<file path="src/rtl/mips_pkg.sv">
// rtl/mips_pkg.sv - shared execute-stage types for the multiplier and ALU decoder
package mips_pkg;

    // ALU decoder's alucontrol encoding that selects the multiply unit
    localparam logic [4:0] ALUCTL_MULT = 5'b10011;

    typedef enum logic [1:0] {
        MULT  = 2'b00,
        MULTU = 2'b01,
        MTHI  = 2'b10,
        MTLO  = 2'b11
    } mult_op_t;

    typedef enum logic [0:0] {
        IDLE = 1'b0,
        RUN  = 1'b1
    } mult_state_t;

endpackage

</file>
<file path="src/rtl/mult_signfix.sv">
// rtl/mult_signfix.sv - operand magnitude and product sign correction
//
// Ports:
//   is_signed  : operands are two's complement (MULT)
//   a, b       : raw operands
//   neg        : product must be negated
//   prod       : unsigned magnitude product
//   a_mag      : |a| when signed, a otherwise
//   b_mag      : |b| when signed, b otherwise
//   result     : prod, or its two's-complement negation when neg is set
module mult_signfix #(
    parameter int WIDTH = 32
) (
    input  logic                 is_signed,
    input  logic [WIDTH-1:0]     a,
    input  logic [WIDTH-1:0]     b,
    input  logic                 neg,
    input  logic [2*WIDTH-1:0]   prod,
    output logic [WIDTH-1:0]     a_mag,
    output logic [WIDTH-1:0]     b_mag,
    output logic [2*WIDTH-1:0]   result
);

    // Negating the most negative value yields 2^(WIDTH-1), which is the
    // correct magnitude when read as unsigned.
    always_comb begin
        a_mag  = (is_signed && a[WIDTH-1]) ? (~a + WIDTH'(1)) : a;
        b_mag  = (is_signed && b[WIDTH-1]) ? (~b + WIDTH'(1)) : b;
        result = neg ? (~prod + (2*WIDTH)'(1)) : prod;
    end

endmodule

</file>
<file path="src/rtl/mult_unit.sv">
// rtl/mult_unit.sv - iterative radix-2 shift-add multiplier with HI/LO registers
//
// Ports:
//   clk      : clock, rising edge
//   reset_n  : asynchronous active-low reset
//   start    : request strobe, only honoured in IDLE
//   op       : MULT / MULTU / MTHI / MTLO
//   srca     : multiplicand, or write data for MTHI/MTLO
//   srcb     : multiplier
//   busy     : high while a multiply is iterating
//   done     : one-cycle pulse after HI/LO commit
//   hi, lo   : architectural HI/LO registers
module mult_unit
    import mips_pkg::*;
#(
    parameter int WIDTH = 32,
    parameter int CNT_W = $clog2(WIDTH) + 1
) (
    input  logic             clk,
    input  logic             reset_n,
    input  logic             start,
    input  mult_op_t         op,
    input  logic [WIDTH-1:0] srca,
    input  logic [WIDTH-1:0] srcb,
    output logic             busy,
    output logic             done,
    output logic [WIDTH-1:0] hi,
    output logic [WIDTH-1:0] lo
);

    mult_state_t        state_q, state_d;
    logic [WIDTH-1:0]   mcand_q, mcand_d;
    logic [WIDTH-1:0]   mplier_q, mplier_d;
    logic [2*WIDTH:0]   acc_q, acc_d;
    logic [CNT_W-1:0]   cnt_q, cnt_d;
    logic               neg_q, neg_d;
    logic [WIDTH-1:0]   hi_q, hi_d;
    logic [WIDTH-1:0]   lo_q, lo_d;
    logic               done_q, done_d;

    logic [WIDTH-1:0]   a_mag, b_mag, addend;
    logic [WIDTH:0]     sum;
    logic [2*WIDTH:0]   acc_step;
    logic [2*WIDTH-1:0] result;

    mult_signfix #(.WIDTH(WIDTH)) u_signfix (
        .is_signed (op == MULT),
        .a         (srca),
        .b         (srcb),
        .neg       (neg_q),
        .prod      (acc_step[2*WIDTH-1:0]),
        .a_mag     (a_mag),
        .b_mag     (b_mag),
        .result    (result)
    );

    // One iteration: add into the upper half, carry lands in the spare MSB,
    // then the whole accumulator shifts right.
    always_comb begin
        addend   = mplier_q[0] ? mcand_q : '0;
        sum      = acc_q[2*WIDTH:WIDTH] + {1'b0, addend};
        acc_step = {sum, acc_q[WIDTH-1:0]} >> 1;
    end

    always_comb begin
        state_d  = state_q;
        mcand_d  = mcand_q;
        mplier_d = mplier_q;
        acc_d    = acc_q;
        cnt_d    = cnt_q;
        neg_d    = neg_q;
        hi_d     = hi_q;
        lo_d     = lo_q;
        done_d   = 1'b0;
        case (state_q)
            IDLE: begin
                if (start) begin
                    case (op)
                        MULT, MULTU: begin
                            mcand_d  = a_mag;
                            mplier_d = b_mag;
                            acc_d    = '0;
                            cnt_d    = '0;
                            neg_d    = (op == MULT) && (srca[WIDTH-1] ^ srcb[WIDTH-1]);
                            state_d  = RUN;
                        end
                        MTHI:    hi_d = srca;
                        default: lo_d = srca;
                    endcase
                end
            end
            default: begin
                acc_d    = acc_step;
                mplier_d = mplier_q >> 1;
                cnt_d    = cnt_q + CNT_W'(1);
                if (cnt_q == CNT_W'(WIDTH - 1)) begin
                    {hi_d, lo_d} = result;
                    state_d      = IDLE;
                    done_d       = 1'b1;
                end
            end
        endcase
    end

    always_ff @(posedge clk or negedge reset_n) begin
        if (!reset_n) begin
            state_q  <= IDLE;
            mcand_q  <= '0;
            mplier_q <= '0;
            acc_q    <= '0;
            cnt_q    <= '0;
            neg_q    <= 1'b0;
            hi_q     <= '0;
            lo_q     <= '0;
            done_q   <= 1'b0;
        end else begin
            state_q  <= state_d;
            mcand_q  <= mcand_d;
            mplier_q <= mplier_d;
            acc_q    <= acc_d;
            cnt_q    <= cnt_d;
            neg_q    <= neg_d;
            hi_q     <= hi_d;
            lo_q     <= lo_d;
            done_q   <= done_d;
        end
    end

    assign busy = (state_q == RUN);
    assign done = done_q;
    assign hi   = hi_q;
    assign lo   = lo_q;

endmodule

</file>
<file path="config.mk">
export PLATFORM = sky130hd
export DESIGN_NAME = mult_unit
export DESIGN_NICKNAME = d
export VERILOG_FILES = /design/src/rtl/mips_pkg.sv /design/src/rtl/mult_signfix.sv /design/src/rtl/mult_unit.sv
export SDC_FILE = /design/constraint.sdc
export NUM_CORES = 1
export LEC_CHECK = 0
export BUFFER_PORTS_ARGS = -buffer_cell sky130_fd_sc_hd__buf_2
export CAP_MARGIN = 10
export CORE_AREA = 5 5 163 165
export DETAILED_ROUTE_END_ITERATION = 10
export DIE_AREA = 0 0 168 170
export PLACE_DENSITY_LB_ADDON = 0.2
export SYNTH_ARGS = -nofsm -noshare
export SYNTH_HDL_FRONTEND = slang
export SYNTH_HIERARCHICAL = 1
export SYNTH_SLANG_ARGS = --single-unit
</file>
<file path="constraint.sdc">
create_clock -name clk -period 7.8 [get_ports clk]
set_clock_uncertainty 0.2 [all_clocks]
set_input_delay 0.78 -clock clk [delete_from_list [all_inputs] [get_ports clk]]
set_output_delay 0.78 -clock clk [all_outputs]
set_load 0.01 [all_outputs]
</file>
Word level (Yosys, flattened, before mapping)
Cells that the tools add are included.
{"block": "word_totals", "reg_bits": 202, "input_bits": 69, "out_inout_bits": 66}
{"block": "op_classes", "n_addsub": 5, "n_eq_ne": 5, "n_mux": 27, "bitwise_logic": 5, "reduce_logical": 13}
{"op": "2-to-1 mux 32 bit", "n": 14}
{"op": "2-to-1 mux 65 bit", "n": 3}
{"op": "adder 32 x 1 -> 32 bit, second input constant", "n": 2}
{"op": "adder 64 x 1 -> 64 bit, second input constant", "n": 1}
{"op": "2-to-1 mux 64 bit", "n": 1}
{"op": "inverter 32 bit", "n": 2}
{"op": "inverter 64 bit", "n": 1}
{"op": "adder 33 x 32 -> 33 bit", "n": 1}
{"op": "2-to-1 mux 6 bit", "n": 3}
{"op": "AND reduction 3 bit", "n": 3}
{"op": "adder 6 x 1 -> 6 bit, second input constant", "n": 1}
{"op": "== test 6 x 5 -> 1 bit, second input constant", "n": 1}
{"op": "2-to-1 mux 1 bit", "n": 6}
{"op": "nonzero test 2 bit", "n": 3}
{"op": "inequality test 2 x 1 -> 1 bit, second input constant", "n": 2}
{"op": "logical AND 1 bit", "n": 3}
{"op": "OR reduction 3 bit", "n": 1}
{"op": "== test 2 x 1 -> 1 bit, second input constant", "n": 1}
{"op": "== test 2 bit, second input constant", "n": 1}
{"op": "logical NOT 2 bit", "n": 1}
{"op": "AND reduction 2 bit", "n": 1}
{"op": "OR reduction 2 bit", "n": 1}
{"op": "inverter 1 bit", "n": 1}
{"op": "XOR 1 bit", "n": 1}

Longest topological paths before layout
{"block": "logic_depth", "word_depth": 7, "mapped_depth": 18}

Hierarchy
Netlist, hierarchy kept.
{"mod": "mult_unit", "n_inst": 1, "cells_per_inst": 1154, "area_per_inst_um2": 10642.7, "seq_area_each_um2": 5004.8}
{"mod": "mult_signfix", "n_inst": 1, "cells_per_inst": 412, "area_per_inst_um2": 2782.7, "seq_area_each_um2": 0.0}

Worst setup path before layout
No wires, ideal clock.
{"block": "synth_timing", "path_kind": "register to register", "from": "reg mplier_q[0]", "to": "reg hi_q[30] (netlist: hi[30])", "t_arrival_ns": 4.365, "required_time_ns": 7.523, "setup_slack_ns": 3.157, "path_stages_with_launch": 18, "synth_period_minus_slack_ns": 4.643, "cell_sequence": "dfrtp_1 > clkbuf_1 > and2_1 > ha_1 > a21o_1 > a211o_1 > o221ai_2 > a211oi_1 > or3_1 > and2_1 > or4_4 > or2_1 > buf_6 > or4_4 > o41ai_2 > xnor2_1 > a21oi_1 > a21oi_1"}
{"block": "synth_via", "elab_chain_cells": 7}
{"item": "start: declaration", "line_no": "mult_unit.sv:33", "text": "logic [WIDTH-1:0] mplier_q, mplier_d;"}
{"item": "start signal: assignment", "line_no": "mult_unit.sv:119", "text": "mplier_q <= mplier_d;"}
{"item": "2-to-1 mux 32 bit", "line_no": "mult_unit.sv:60", "text": "addend = mplier_q[0] ? mcand_q : '0;"}
{"item": "adder 33 x 32 -> 33 bit", "line_no": "mult_unit.sv:61", "text": "sum = acc_q[2*WIDTH:WIDTH] + {1'b0, addend};"}
{"item": "net sum[20]", "line_no": "mult_unit.sv:42", "text": "logic [WIDTH:0] sum;"}
{"item": "inverter 64 bit", "line_no": "mult_signfix.sv:29", "text": "result = neg ? (~prod + (2*WIDTH)'(1)) : prod;"}
{"item": "adder 64 x 1 -> 64 bit", "line_no": "mult_signfix.sv:29"}
{"item": "2-to-1 mux 64 bit", "line_no": "mult_signfix.sv:29"}
{"item": "net result[62]", "line_no": "mult_unit.sv:44", "text": "logic [2*WIDTH-1:0] result;"}
{"item": "2-to-1 mux 32 bit", "line_no": "mult_unit.sv:96", "text": "if (cnt_q == CNT_W'(WIDTH - 1)) begin"}
{"item": "2-to-1 mux 32 bit", "line_no": "mult_unit.sv:75", "text": "case (state_q)"}
{"item": "end signal: assignment", "line_no": "mult_unit.sv:123", "text": "hi_q <= hi_d;"}
{"item": "end: declaration", "line_no": "mult_unit.sv:37", "text": "logic [WIDTH-1:0] hi_q, hi_d;"}
The timed path passes the listed nets, and every way through them passes these cells. The select of a mux whose other input is x is not followed.
A chain may end at the register's enable or synchronous reset.

Final worst setup path
Ends and elaborated chain as after synthesis.

==> flow_summary.yaml <==
outcome:
  status: "complete, no violations"
drt:
  wl_per_cell_um: 19.1
  avgViaCountPerCell: 6.07
  via_count: 12030
  firstDrtPassIters: 6
  route.detailed.drc: 0
  drtIter0Drc: 1072
  ant_nets: 0
  wirelength_mm: 37.9
power:
  p_leak_nw: 6.56
  intPower_mw: 3.17
  swShare_pct: 44.4
  seqPwrFrac_pct: 33.2
  peakVddDrop_uv: 163
  switchingPower_mw: 2.53
  comb_power_share_pct: 50.9
  power_density_nw_per_um2: 384
  clock_power_share_pct: 15.9
clock_tree:
  cts_tree: "built"
  hold_buffers: 0
  clockBufferDepth: 2
  clk_latency_ns: 0.44
  cts_resized: 0
  clkTransAtPathRegs_ns: 0.08
  cts_root_buf: "clkbuf_16"
  clock_sinks: 200
  numCtsBuffers: 17
  htree_num_levels: 4
  cts_setup_buffers: 0
placed_design:
  port_buffers: 134
  place_area_um2: 14200
  preCtsSetupSlack_ns: 2.28
  dp_hpwl_mm: 27.5
  gp_congestion: 0.948
die:
  fp.coreArea_um2: 24900
  row_count: 58
  ios: 135
  dieWidth_um: 168
  dieArea_um2: 28600
  start_util_pct: 53.9
  die_height_um: 170
worst_setup_path:
  crit_fanout: 33
  crit_path_end_kind: "flip-flop"
  reg2reg_setup_slack_ns: 2.22
  startpoint_type: "flip-flop"
  required_ns: 7.97
  r2r_cells: 17
  crit_type: "reg -> reg"
  setup.worst_path.end: "hi[30]"
  r2r-start: "mplier_q[0]"
  arrival_ns: 5.75
  reg2reg_to: "hi[30]"
  crit_path_start: "mplier_q[0]"
yosys:
  yosys.cell_types.count: 82
  syn_avg_cell_area_um2: 8.57
  synth_flop_cell: "dfrtp_1"
  synthCells: 1566
  synth_seq_area_share_pct: 37.3
  async_reset_ff_share_pct: 100
  ys_warn_count: 6
  syn-num-nets: 1672
  synthesis.area_um2: 13400
  synth_edf_count: 0
  synth-seq-cells: 200
job:
  max_cap_violations: 0
sta:
  worst_slew_pin_slew_ns: 1.10
  relSlewSlack_pct: 26.9
  finalCriticalPeriod_ns: 5.58
  rsz0062_at_grt: "no"
  setup_ws_ns: 2.22
  final-setup-viol-count: 0
  tns_ns: 0
  period_share_pct: 71.5
  fmax_mhz: 179
  maxSlewViolCount: 0
  hold_violations: 0
  fin_hold_ws_ns: 0.271
grt:
  grt_usage_pct: 26.0
  antenna_found_initial: 2
  grt_pass1_wl_mm: 60.4
  grt_start_max_net_pins: 126
  grt_pass1_vias: 11195
  globalRouteOverflowTotal: 0
layout:
  drive_above_1_share_pct: 14.9
  final_design_area_no_fill_um2: 14800
  final_nets: 1742
  post-route-util_pct: 59.5
  mostFrequentLayoutCells: "nand2_1 (201), dfrtp_1 (199), o21ai_0 (155)"
  area_growth_syn_to_layout_pct: 10.4
  fillers: 2250
  final_common_cell: "nand2_1"
min_path:
  min_path_type: "in -> async"
## power groups by stage
stage	clock network, mW	registers, mW	logic, mW
after global routing	0.962	1.96	3.20
final	0.905	1.89	2.90
after detailed placement	0	1.90	2.85
after CTS	0.922	1.89	2.87
after global placement	0	1.90	2.80
after floorplan	0	1.84	2.09
## kinds of logic after synthesis
group | count (synthesis) | synth area share [%]
AOI/OAI and AO/OA | 466 | 21.3
DFF | 200 | 37.3
xor gates and xnor gates | 142 | 9.26
adders and majority gates | 37 | 3.50
muxes | 63 | 5.00
buffers and inverters | 117 | 3.65
and+or+nand+nor | 541 | 20.0
## final cells by class
class / instances / area (µm²) / share of cell area [%]
inverter: 25 / 93.8 / 0.633
multi-input combinational: 1249 / 7960 / 53.7
tap: 330 / 413 / 2.79
clock inverter: 14 / 161 / 1.09
clock buffer: 18 / 429 / 2.90
sequential: 200 / 5010 / 33.8
timing repair buffer: 143 / 747 / 5.04
antenna: 3 / 7.51 / 0.0507
## synth_stat cells (32+ instances only)
library cell	instances	share of area, %
a21oi_1	152	5.7
xnor2_1	100	6.5
clkbuf_1	54	1.5
mux2_2	32	2.7
nor2_1	93	2.6
o21ai_0	155	5.8
xor2_1	42	2.7
and2_1	46	2.1
dfrtp_1	200	37
nor2b_1	36	1.7
nand2_1	201	5.6
ha_1	36	3.4
## worst min-delay path by stage
stage	from	endpoint	slack [ns]	cells past startpoint
finish	reset_n	mplier_q[24]	0.27	1
global route	lo[21]	lo[21]	0.31	2
CTS	lo[18]	lo[18]	0.28	2
detailed placement	lo[27]	lo[27]	0.26	2
global placement	lo[18]	lo[18]	0.26	2
floorplan	mplier_q[31]	mplier_q[30]	0.25	2
## state kept, by name (all words and copies together), names as in the netlist
signal and cells:
acc_q 63, hi 32, busy 1, lo 32
neg_q 1, done 1, mcand_q 32, mplier_q 32
cnt_q 6
## layer usage
layer / wire [µm] / track usage (%) / part of all wire [%] / vias up
met2: 17000 / 40.0 / 45 / 403
met4: 680 / 6.53 / 1.8 / 0
met1: 17700 / 39.3 / 47 / 5853
met3: 2510 / 3.07 / 6.6 / 46
li1: - / - / - / 5728
met5: 0 / 0 / 0 / -
## critical path, cell delays in order (launching register included)
cell      delay (ns)
dfrtp_1         0.89
and2_1          0.24
ha_1            0.19
inv_1           0.06
fa_1            0.39
nand2b_1        0.19
a21oi_2         0.29
o221ai_2        0.21
a211oi_1        0.32
o21ai_0         0.17
and2_1          0.22
or4_4           0.53
or2_1           0.31
or4_4           0.52
o41ai_2         0.35
xnor2_1         0.16
a21oi_1         0.08
a21oi_1         0.18
## through the flow
step	total power [mW]	cells
finish	5.70	1982
global route	6.12	1981
CTS	5.68	1979
detailed placement	4.75	1947
global placement	4.69	1947
floorplan	3.93	1566
(Power assumes the default switching activity.)
